===== config.mk =====
export PLATFORM = sky130hd
export DESIGN_NAME = intval_stats
export DESIGN_NICKNAME = d
export VERILOG_FILES = /design/src/rtl/intval_pkg.sv /design/src/rtl/sync_fall_det.sv /design/src/rtl/intval_stats.sv
export SDC_FILE = /design/constraint.sdc
export NUM_CORES = 1
export LEC_CHECK = 0
export ABC_AREA = 1
export BUFFER_PORTS_ARGS = -buffer_cell sky130_fd_sc_hd__buf_2
export CAP_MARGIN = 20
export CORE_MARGIN = 2
export CORE_UTILIZATION = 45
export CTS_BUF_LIST = sky130_fd_sc_hd__clkbuf_4
export DETAILED_ROUTE_END_ITERATION = 10
export GPL_TIMING_DRIVEN = 0
export HOLD_SLACK_MARGIN = 0.03
export MAX_ROUTING_LAYER = met4
export PLACE_DENSITY = 0.76
export SYNTH_ARGS = -nofsm -noshare
export SYNTH_HDL_FRONTEND = slang
export SYNTH_SLANG_ARGS = --single-unit

===== constraint.sdc =====
create_clock -name clk_0 -period 2.4 [get_ports clk_0]
set_clock_uncertainty 0.2 [all_clocks]
set_input_delay 0.36 -clock clk_0 [delete_from_list [all_inputs] [get_ports clk_0]]
set_output_delay 0.36 -clock clk_0 [all_outputs]
set_load 0.1 [all_outputs]

===== src/rtl/intval_pkg.sv =====
// Shared types and helpers for the interval statistics block.
package intval_pkg;

   localparam int CNT_WIDTH_DEF = 32;

   typedef enum logic {
      WAIT_HI = 1'b0,
      WAIT_LO = 1'b1
   } cap_state_e;

   // Accumulator is wide enough to hold 2^log2_navg full-scale samples.
   function automatic int acc_width(input int cnt_width, input int log2_navg);
      return cnt_width + log2_navg;
   endfunction

endpackage


===== src/rtl/sync_fall_det.sv =====
// Multi-flop synchronizer for a sig_a-domain flag plus a falling-edge detector.
module sync_fall_det #(
   parameter int SYNC_STAGES = 2
) (
   input  logic clk_0,
   input  logic rst,
   input  logic din,
   output logic v_s,
   output logic cap
);

   // [SYNC_STAGES-1:0] is the synchronizer; the top bit is the delayed copy.
   logic [SYNC_STAGES:0] vld_pipe;

   always_ff @(posedge clk_0) begin
      if (rst) vld_pipe <= '0;
      else     vld_pipe <= {vld_pipe[SYNC_STAGES-1:0], din};
   end

   assign v_s = vld_pipe[SYNC_STAGES-1];
   assign cap = vld_pipe[SYNC_STAGES] & ~vld_pipe[SYNC_STAGES-1];

endmodule


===== src/rtl/intval_stats.sv =====
// Batches interval-counter measurements and reports mean/min/max through a
// valid/ready output register with a sticky overrun flag.
module intval_stats
   import intval_pkg::*;
#(
   parameter int CNT_WIDTH   = CNT_WIDTH_DEF,
   parameter int LOG2_NAVG   = 4,
   parameter int SYNC_STAGES = 2
) (
   input  logic                 clk_0,
   input  logic                 rst,
   input  logic [CNT_WIDTH-1:0] intval_cnt,
   input  logic                 cnt_valid,
   input  logic                 clr,
   output logic [CNT_WIDTH-1:0] res_mean,
   output logic [CNT_WIDTH-1:0] res_min,
   output logic [CNT_WIDTH-1:0] res_max,
   output logic                 res_valid,
   input  logic                 res_ready,
   output logic                 overrun,
   output logic [LOG2_NAVG:0]   sample_idx
);

   localparam int ACC_W = acc_width(CNT_WIDTH, LOG2_NAVG);
   localparam int IW    = LOG2_NAVG + 1;
   localparam logic [IW-1:0] LAST_IDX = IW'((1 << LOG2_NAVG) - 1);

   logic                 v_s, cap;
   cap_state_e           state, state_nx;
   logic [ACC_W-1:0]     acc, acc_sum;
   logic [CNT_WIDTH-1:0] run_min, run_max, min_nx, max_nx;
   logic                 rec, last, can_load;

   sync_fall_det #(
      .SYNC_STAGES (SYNC_STAGES)
   ) u_sync (
      .clk_0 (clk_0),
      .rst   (rst),
      .din   (cnt_valid),
      .v_s   (v_s),
      .cap   (cap)
   );

   always_ff @(posedge clk_0) begin
      if (rst) state <= WAIT_HI;
      else     state <= state_nx;
   end

   // A falling edge only counts once a high phase has been seen in WAIT_HI.
   always_comb begin
      state_nx = state;
      case (state)
         WAIT_HI: if (v_s) state_nx = WAIT_LO;
         WAIT_LO: if (cap) state_nx = WAIT_HI;
         default: state_nx = WAIT_HI;
      endcase
      if (clr) state_nx = WAIT_HI;
   end

   assign rec      = (state == WAIT_LO) & cap & ~clr;
   assign last     = rec & (sample_idx == LAST_IDX);
   assign can_load = ~res_valid | res_ready;
   assign acc_sum  = acc + ACC_W'(intval_cnt);
   assign min_nx   = (intval_cnt < run_min) ? intval_cnt : run_min;
   assign max_nx   = (intval_cnt > run_max) ? intval_cnt : run_max;

   always_ff @(posedge clk_0) begin
      if (rst || clr || last) begin
         acc        <= '0;
         run_min    <= '1;
         run_max    <= '0;
         sample_idx <= '0;
      end else if (rec) begin
         acc        <= acc_sum;
         run_min    <= min_nx;
         run_max    <= max_nx;
         sample_idx <= sample_idx + IW'(1);
      end
   end

   // The final sample feeds the result directly rather than via acc/min/max.
   always_ff @(posedge clk_0) begin
      if (rst) begin
         res_mean  <= '0;
         res_min   <= '0;
         res_max   <= '0;
         res_valid <= 1'b0;
         overrun   <= 1'b0;
      end else begin
         if (last && can_load) begin
            res_mean  <= acc_sum[ACC_W-1:LOG2_NAVG];
            res_min   <= min_nx;
            res_max   <= max_nx;
            res_valid <= 1'b1;
         end else if (res_valid && res_ready) begin
            res_valid <= 1'b0;
         end

         if (clr)                      overrun <= 1'b0;
         else if (last && !can_load)   overrun <= 1'b1;
      end
   end

endmodule


==> results of run 1 <==
[repair_timing]
action	4_1_cts	5_1_grt
hold buffers	35	0
setup endpoints to repair	199	195
pin swaps	3	12
gates resized for setup	45	171
gates cloned	0	1
buffers inserted	5	9
hold endpoints to repair	129	0
[placed cells by master (no fill, tap or decap), types with 3 or more instances in the layout]
cell / netlist / final
inv_2: 4 / 4
nand4_1: 8 / 8
nand3_2: 0 / 14
a21o_1: 8 / 8
buf_2: 30 / 146
nor3_2: 0 / 4
dfxtp_1: 207 / 200
clkbuf_2: 0 / 9
o21ai_0: 54 / 43
o21a_1: 4 / 4
xnor2_1: 3 / 3
dfxtp_2: 0 / 6
nand3b_1: 3 / 3
nor3_1: 9 / 5
inv_1: 297 / 297
a21oi_1: 142 / 120
buf_6: 1 / 16
buf_1: 4 / 3
nand2_2: 0 / 15
clkinv_1: 0 / 16
nand2_4: 0 / 5
a21oi_2: 1 / 22
dlygate4sd3_1: 0 / 34
ha_1: 97 / 86
clkbuf_1: 38 / 24
o211ai_1: 4 / 4
nor2_1: 324 / 311
xor2_1: 12 / 11
nand3_1: 243 / 227
ha_4: 0 / 8
o21ai_1: 2 / 11
clkbuf_4: 0 / 90
buf_4: 10 / 19
nor2_2: 0 / 11
ha_2: 0 / 3
nand2_1: 502 / 482
buf_8: 0 / 6
[Yosys cell counts (4+ instances only)]
| cell | number | share of area |
|---|---|---|
| inv_2 | 4 | 0.0012 |
| nor2_1 | 324 | 0.096 |
| nor3_1 | 9 | 0.0036 |
| nand4_1 | 8 | 0.0040 |
| o21a_1 | 4 | 0.0024 |
| o211ai_1 | 4 | 0.0024 |
| nand2_1 | 502 | 0.15 |
| o21ai_0 | 54 | 0.021 |
| a21o_1 | 8 | 0.0047 |
| inv_1 | 297 | 0.088 |
| nand3_1 | 243 | 0.096 |
| clkbuf_1 | 38 | 0.011 |
| dfxtp_1 | 207 | 0.33 |
| buf_2 | 30 | 0.012 |
| buf_4 | 10 | 0.0059 |
| ha_1 | 97 | 0.096 |
| buf_1 | 4 | 0.0012 |
| a21oi_1 | 142 | 0.056 |
| xor2_1 | 12 | 0.0083 |
[stage by stage]
stage	hold WS [ns]	TNS (ns)	power, W
floorplan	0.188	0	0.00384
global placement	0.194	-54.44	0.00404
detailed placement	0.198	-63.74	0.00405
CTS	0.158	0	0.00720
global route	0.127	-0.300	0.00749
finish	0.154	0	0.00719
[logic make-up (layout without fill, tap and decap cells)]
kind of cell	after synthesis	after routing	share of synthesized area
flip-flops	207	207	0.327
other	0	2	0
buffers and inverters	384	672	0.120
AND/OR/NAND/NOR	1096	1096	0.354
AO/OA/AOI/OAI	218	218	0.0902
XOR/XNOR	15	15	0.0104
adder cells (fa/ha/maj)	98	98	0.0974
[worst min-delay path: cells and delay by family]
| kind | cells | cell delay, ns |
|---|---|---|
| and+or+nand+nor | 4 | 0.32 |
| buffers and inverters | 1 | 0.34 |
[flip-flops by register name (all words and copies together), names as in the netlist]
signal and count:
res_valid 1, res_max 32, sample_idx 5, res_mean 32, res_min 32, u_sync.vld_pipe 3
state 1, overrun 1, run_min 32, acc 36, run_max 32
[how the worst max path moves through the flow]
stage                                endpoint  slack (ns)  cells after the start
finish               res_max[31]$_SDFFE_PP0P_        0.05                     14
CTS                 res_mean[18]$_SDFFE_PP0P_       0.006                     12
global route             acc[30]$_SDFFE_PP0P_       -0.03                     13
detailed placement   run_max[26]$_SDFFE_PP0P_       -0.46                      9
global placement     run_max[26]$_SDFFE_PP0P_       -0.44                      9
floorplan           res_mean[15]$_SDFFE_PP0P_        0.03                     12
[per-layer routing]
metal,up-vias,routed length (um),share of wire
li1,6884,-,-
met1,6320,17900,0.41
met2,613,19900,0.46
met3,166,3430,0.079
met4,0,2330,0.053
met5,-,0,0
[area by class of cell]
type / instances / area [um^2]
fill: 2703 / 12000
clock inverter: 20 / 85.1
multi-input combinational: 1427 / 7460
inverter: 301 / 1130
sequential: 207 / 4160
antenna: 2 / 5.00
clock buffer: 81 / 608
tap: 378 / 473
timing repair buffer: 187 / 1190
buffer: 83 / 588
[power by group through the flow]
stage	sequential [W]	combinational, W	clock, W
2_1_floorplan	0.00352	0.000319	0
3_3_place_gp	0.00352	0.000525	0
3_5_place_dp	0.00352	0.000534	0
4_1_cts	0.00344	0.000593	0.00317
5_1_grt	0.00344	0.000699	0.00336
6_report	0.00344	0.000640	0.00311
==> metrics.txt, run 1 <==
final hold violations=0; Rel. slew slack=0.296; Buf/Inv on CP=4; worst slew pin tran=1.06 ns; pre-CTS setup slack=-0.455 ns; Synth Net Count=2153; Routability Congestion=0.985; power per cell area=458 nW/um^2; CTS tree=built; Crit path largest cell delay=0.53 ns; worst path arrival time=2.76 ns; initial antenna violation count=1; share of layout cells above drive strength 1=0.173; post-route core utilization=0.566; Finished Cell Area=15700 um^2; Critical Path Start=intval_cnt[27]; Reg2Reg Setup Slack=0.08 ns; Core ar.=27700 um^2; sequential fraction of design power=0.478; Max Cap Violations=0; met3 track demand over resource=0.0522; P_int=0.00519 W; port bufs=138; Starting Density=0.457; Leak=8.34 nW; largest net degree at the start of global routing=16; nets=2398; clock latency on the worst-skew pair=0.71 ns; worst r2r dst=res_mean[27]$_SDFFE_PP0P_; root buf cell=clkbuf_4; CP max stage cell=dlygate4sd3_1; Setup crit end kind=flop; I/O pins=140; Psw=0.00200 W; placed cell areas=13800 um^2; Critical Path RT=2.81 ns; All-Layer GR Usage=0.300; fin cells=2686; grt met1 use=0.357; worst setup margin=0.0518 ns; chip width=172 um; P&R area growth vs syn=24.0%; final worst path period share=0.978; Cells after Synth=2018; Rows=61; Post-DP HPWL=32200 um; TritonCTS Buffers=56; register area share after synthesis=0.327; vias after detailed routing=13983; Synth warnings=0; CP max FO=10; grt ovf=0; Worst VDD drop=353 uV; number of global-route vias before repair=12932; EDFF count, synth=0; HP Start=intval_cnt[0]; die span in y=172 um; worst hold path type=in2reg; initial drt markers=1124; cell breakdown of the critical path=dlygate4sd3_1 -> buf_2 -> ha_1 -> a21oi_1 -> o21ai_0 -> nand2_1 -> nand2_1 -> a21oi_2 -> nand2_4 -> buf_4 -> nand3_1 -> nand3_1 -> nand2_1 -> inv_1; DR pass1 iterations=5; reg-to-reg startpoint=acc[2]$_SDFFE_PP0P_; hold worst-path end=run_min[0]$_SDFFE_PP1P_; Final setup viols=0; most used cell, CP=nand2_1; ys async rst share=0; synthesis-stage register bit count=207; clock sink count=207; FF-to-FF path depth=13; Sw Share=0.278; CP delay by family, top=buffers and inverters; clock power share=0.433; met2 Track Usage GR=0.482; CTS H-tree depth=2; die area=29500 um^2; most used routing layer=met2; clock buffer depth=3; DP Cell Count=2534; Avg WL per Cell=16.2 um; Yosys cell types=32; hold depth=5; DR vias/cell=5.21; # DRC=0; status=completed; crit start category=input pin; routed wire length=43600 um; global-route wire length before repair=66600 um; Max Slew Vio Count=0; Reg clk slew, reported paths=0.07 ns; Final min period=2.35 ns; Cell Area, Synth=12700 um^2; antenna-violating nets left=0; top_reg_cell synth=dfxtp_1; Avg Inst Size Synth=6.27 um^2; combinational share of power=0.089; Achievable Freq=0.426 GHz; Setup CP Type=in2reg; setup repair after global routing missed its margin=true
Note: power is estimated with default switching activity, not from simulation.
==> run 2, diff against run 1 <==
PLACE_DENSITY = unset   (was 0.76)
PLACE_DENSITY_LB_ADDON = 0.05   (was unset)
==> metrics.txt, run 2 (synthesized netlist as in run 1, its figures left out) <==
status=completed; largest net degree at the start of global routing=16; worst slew pin tran=1.01 ns; sequential fraction of design power=0.455; CTS H-tree depth=2; Post-DP HPWL=32500 um; Leak=8.34 nW; Routability Congestion=0.959; P&R area growth vs syn=24.1%; Setup CP Type=in2reg; Buf/Inv on CP=4; grt ovf=0; power per cell area=481 nW/um^2; Largest Register=acc; CP max stage cell=dlygate4sd3_1; root buf cell=clkbuf_4; placed cell areas=13800 um^2; I/O pins=140; Setup crit end kind=flop; CTS tree=built; clock latency on the worst-skew pair=0.71 ns; TritonCTS Buffers=59; crit start category=input pin; most frequent cells in the layout=485 x nand2_1, 310 x nor2_1, 297 x inv_1, 231 x nand3_1, 197 x dfxtp_1; Finished Cell Area=15700 um^2; clock buffer depth=3; port bufs=138; Max Slew Vio Count=0; die span in y=172 um; worst hold path type=reg2reg; share of layout cells above drive strength 1=0.171; global-route wire length before repair=64900 um; Final setup viols=0; cell breakdown of the critical path=dlygate4sd3_1 -> buf_4 -> ha_1 -> nand2_1 -> nor2_1 -> inv_1 -> nor2_2 -> nand3b_1 -> nand3_1 -> nand3_1 -> nand2_1 -> inv_1; Rel. slew slack=0.328; clock sink count=207; Avg WL per Cell=16.2 um; Worst VDD drop=305 uV; worst setup margin=0.0588 ns; P_int=0.00555 W; vias after detailed routing=13554; CP delay by family, top=simple AND/OR/NAND/NOR gates; initial drt markers=970; DR pass1 iterations=5; pre-CTS setup slack=-0.496 ns; clock power share=0.459; Core ar.=27700 um^2; die area=29500 um^2; chip width=172 um; CP max FO=5; most common cell after layout, fill and taps aside=nand2_1; Crit path largest cell delay=0.54 ns; Largest register FFs=36; final hold violations=0; combinational share of power=0.086; initial antenna violation count=2; Rows=61; Final min period=2.34 ns; FILL cells=2906; total power=0.00755 W; Starting Density=0.457; final worst path period share=0.976; Reg clk slew, reported paths=0.06 ns; Max Cap Violations=0; nets=2398; # DRC=0; Achievable Freq=0.427 GHz; antenna-violating nets left=0; Sw Share=0.265; routed wire length=43400 um; All-Layer GR Usage=0.296; worst path arrival time=2.72 ns; Critical Path RT=2.78 ns; Psw=0.00200 W; number of global-route vias before repair=12037; DR vias/cell=5.04
==> run 2: final timing paths <==
path                                                     from                             to  slack [ns]  cells after the start
worst min-delay path            u_sync.vld_pipe[0]$_SDFF_PP0_  u_sync.vld_pipe[1]$_SDFF_PP0_        0.21                      2
worst max-delay path                           intval_cnt[17]           acc[28]$_SDFFE_PP0P_        0.06                     12
worst max register to register            acc[0]$_SDFFE_PP0P_           acc[28]$_SDFFE_PP0P_        0.07                     14
worst min register to register  u_sync.vld_pipe[0]$_SDFF_PP0_  u_sync.vld_pipe[1]$_SDFF_PP0_        0.21                      2
==> run 2: worst register-to-register path: stages, from the launching register on <==
cell	delay [ns]
dfxtp_2	0.34
ha_4	0.18
fa_2	0.36
nand3_2	0.09
nand3_2	0.10
nand2_1	0.09
nand2_2	0.09
nand2_2	0.08
nand2_2	0.07
nand3b_1	0.22
nand2_1	0.11
nand2_2	0.09
nand3_1	0.07
nand2_1	0.08
inv_1	0.03
==> run 2: routing by layer <==
metal | GRT usage | up-vias | share of wire
li1 | - | 6890 | -
met1 | 0.355 | 6167 | 0.44
met2 | 0.491 | 390 | 0.46
met3 | 0.0594 | 107 | 0.056
met4 | 0.115 | 0 | 0.041
met5 | - | - | 0
==> run 2: final cells by class <==
| class | instances | area, um^2 | share of cell area |
|---|---|---|---|
| antenna | 1 | 2.50 | 0.000159 |
| buffer | 83 | 598 | 0.0381 |
| clock buffer | 89 | 668 | 0.0425 |
| clock inverter | 17 | 120 | 0.00764 |
| inverter | 301 | 1130 | 0.0719 |
| multi-input combinational | 1427 | 7420 | 0.472 |
| sequential | 207 | 4160 | 0.265 |
| tap | 378 | 473 | 0.0301 |
| timing repair buffer | 184 | 1150 | 0.0729 |
==> run 2: timing repair <==
| item | 4_1_cts | 5_1_grt |
|---|---|---|
| endpoints found under the setup margin | 188 | 198 |
| hold buffers | 36 | 0 |
| gates resized for setup | 31 | 186 |
| hold endpoints to repair | 131 | 0 |
| setup buffers | 3 | 7 |
| pin swaps | 1 | 9 |
==> run 2: power by group through the flow <==
stage	Clock [W]	Combinational (W)	Sequential, W
after floorplan	0	0.000319	0.00352
after global placement	0	0.000537	0.00352
after detailed placement	0	0.000543	0.00352
after CTS	0.00355	0.000600	0.00344
after global routing	0.00374	0.000707	0.00344
final	0.00346	0.000649	0.00344
==> run 2: metrics by stage <==
| stage | setup TNS (ns) | hold slack (ns) | utilization | std cells |
|---|---|---|---|---|
| floorplan | 0 | 0.188 | - | 2018 |
| global placement | -60.95 | 0.202 | 0.499 | 2534 |
| detailed placement | -63.52 | 0.200 | 0.499 | 2534 |
| CTS | 0 | 0.131 | 0.544 | 2679 |
| global route | -0.0329 | 0.207 | 0.567 | 2687 |
| finish | 0 | 0.207 | 0.567 | 2687 |
==> run 3, diff against run 2 <==
CTS_BUF_LIST = sky130_fd_sc_hd__clkbuf_16   (was sky130_fd_sc_hd__clkbuf_4)
==> metrics.txt, run 3 (synthesized netlist as in run 1, its figures left out) <==
# diodes=0; status=completed; Critical path destination=acc[18]$_SDFFE_PP0P_; most frequent cells in the layout=484 x nand2_1, 312 x nor2_1, 305 x inv_1, 230 x nand3_1, 198 x dfxtp_1; initial drt markers=899; Final setup viols=0; DR pass1 iterations=5; Setup CP Type=reg2reg; port bufs=138; TritonCTS Buffers=25; Largest Register=acc; Reg clk slew, reported paths=0.06 ns; Critical Path Start=acc[0]$_SDFFE_PP0P_; I/O pins=140; largest net degree at the start of global routing=13; multi-input combinational cell area=7280 um^2; Avg WL per Cell=16.3 um; power per cell area=502 nW/um^2; global-route wire length before repair=63500 um; clock sink count=207; antenna-violating nets left=0; root buf cell=clkbuf_16; Max Cap Violations=0; All-Layer GR Usage=0.289; crit start category=flop; DP Cell Count=2534; Rel. slew slack=0.313; fin cells=2587; DR vias/cell=5.09; worst hold path type=in2reg; clock buffer depth=3; Post-DP HPWL=32500 um; FF-to-FF path depth=10; vias after detailed routing=13165; most common cell after layout, fill and taps aside=nand2_1; Max Slew Vio Count=0; Worst VDD drop=468 uV; grt ovf=0; CTS H-tree depth=1; Achievable Freq=0.428 GHz; final hold violations=0; # DRC=0; Routability Congestion=0.959; routed wire length=42200 um; FILL cells=2940; Final min period=2.33 ns; Critical Path RT=2.67 ns; P&R area growth vs syn=19.9%; Reg2Reg Setup Slack=0.07 ns; worst r2r dst=acc[18]$_SDFFE_PP0P_; Core ar.=27700 um^2; register area=4160 um^2; share of layout cells above drive strength 1=0.142; chip width=172 um; Setup crit end kind=flop; number of global-route vias before repair=11617; Leak=8.13 nW; CTS tree=built; initial antenna violation count=0; Largest register FFs=36; WHS=0.0872 ns; worst slew pin tran=1.03 ns; Rows=61; worst path arrival time=2.60 ns; nets=2329; Starting Density=0.457; CP max FO=4; reg-to-reg startpoint=acc[0]$_SDFFE_PP0P_; clock latency on the worst-skew pair=0.53 ns; setup repair after global routing missed its margin=true; final worst path period share=0.973; die span in y=172 um; die area=29500 um^2
-- run 3: cell types whose count changed in the layout (fill, tap and decap cells not counted), moves of 6 or more --
cell,delta
clkbuf_4,-88
dlygate4sd3_1,-33
clkbuf_16,+25
clkinv_1,-9
ha_1,+9
ha_4,-9
inv_1,+8
buf_2,+6
-- run 3: repair_timing --
item                                   CTS  global route
setup buffers                            3             5
endpoints found under the hold margin    4             0
resized for setup                       30           154
pin swaps                                1            10
hold buffers                             3             0
setup endpoints to repair              187           200
-- run 3: stage by stage --
stage	TNS, ns	cell area [um^2]	setup WS [ns]	util	power, W
finish	0	15200	0.0660	0.548	0.00761
global route	-0.159	15200	-0.0276	0.548	0.00788
CTS	0	14700	0.00488	0.531	0.00765
detailed placement	-63.52	13800	-0.496	0.499	0.00406
global placement	-60.95	13800	-0.479	0.499	0.00405
floorplan	0	12700	0.0271	-	0.00384
-- run 3: per-layer routing --
metal	part of all wire	wire, um	track usage	vias up
met3	0.055	2310	0.0460	69
met2	0.48	20100	0.484	347
li1	-	-	-	6704
met4	0.031	1310	0.0899	0
met5	0	0	-	-
met1	0.44	18500	0.356	6045
-- run 3: power by group --
group | switching, W | leakage (nW) | internal [W] | total (W)
logic | 0.000413 | 6.07 | 0.000173 | 0.000586
registers | 0.00000183 | 1.67 | 0.00344 | 0.00344
clock network | 0.00150 | 0.392 | 0.00208 | 0.00359
-- run 3: area by class of cell --
class | count | share of cell area
Buffer | 83 | 0.0392
Clock buffer | 25 | 0.0412
Clock inverter | 17 | 0.00857
Inverter | 301 | 0.0744
Multi-Input combinational cell | 1427 | 0.479
Sequential cell | 207 | 0.274
Tap cell | 378 | 0.0312
Timing Repair Buffer | 149 | 0.0523
-- run 3: worst min-delay path by stage --
| stage | end | startpoint | slack (ns) | depth (start not counted) |
|---|---|---|---|---|
| after floorplan | u_sync.vld_pipe[1]$_SDFF_PP0_ | u_sync.vld_pipe[0]$_SDFF_PP0_ | 0.19 | 2 |
| after global placement | u_sync.vld_pipe[1]$_SDFF_PP0_ | u_sync.vld_pipe[0]$_SDFF_PP0_ | 0.20 | 2 |
| after detailed placement | u_sync.vld_pipe[1]$_SDFF_PP0_ | u_sync.vld_pipe[0]$_SDFF_PP0_ | 0.20 | 2 |
| after CTS | run_min[24]$_SDFFE_PP1P_ | intval_cnt[24] | 0.08 | 5 |
| after global routing | run_min[24]$_SDFFE_PP1P_ | intval_cnt[24] | 0.10 | 5 |
| final | run_min[24]$_SDFFE_PP1P_ | intval_cnt[24] | 0.09 | 5 |
-- run 3: critical path: stages, from the launching register on --
cell      delay [ns]
dfxtp_2         0.33
ha_4            0.17
fa_2            0.36
buf_4           0.17
nand3_1         0.08
nand3b_1        0.17
nand2_1         0.14
nand2_2         0.10
xor2_1          0.36
o21ai_0         0.13
inv_1           0.07
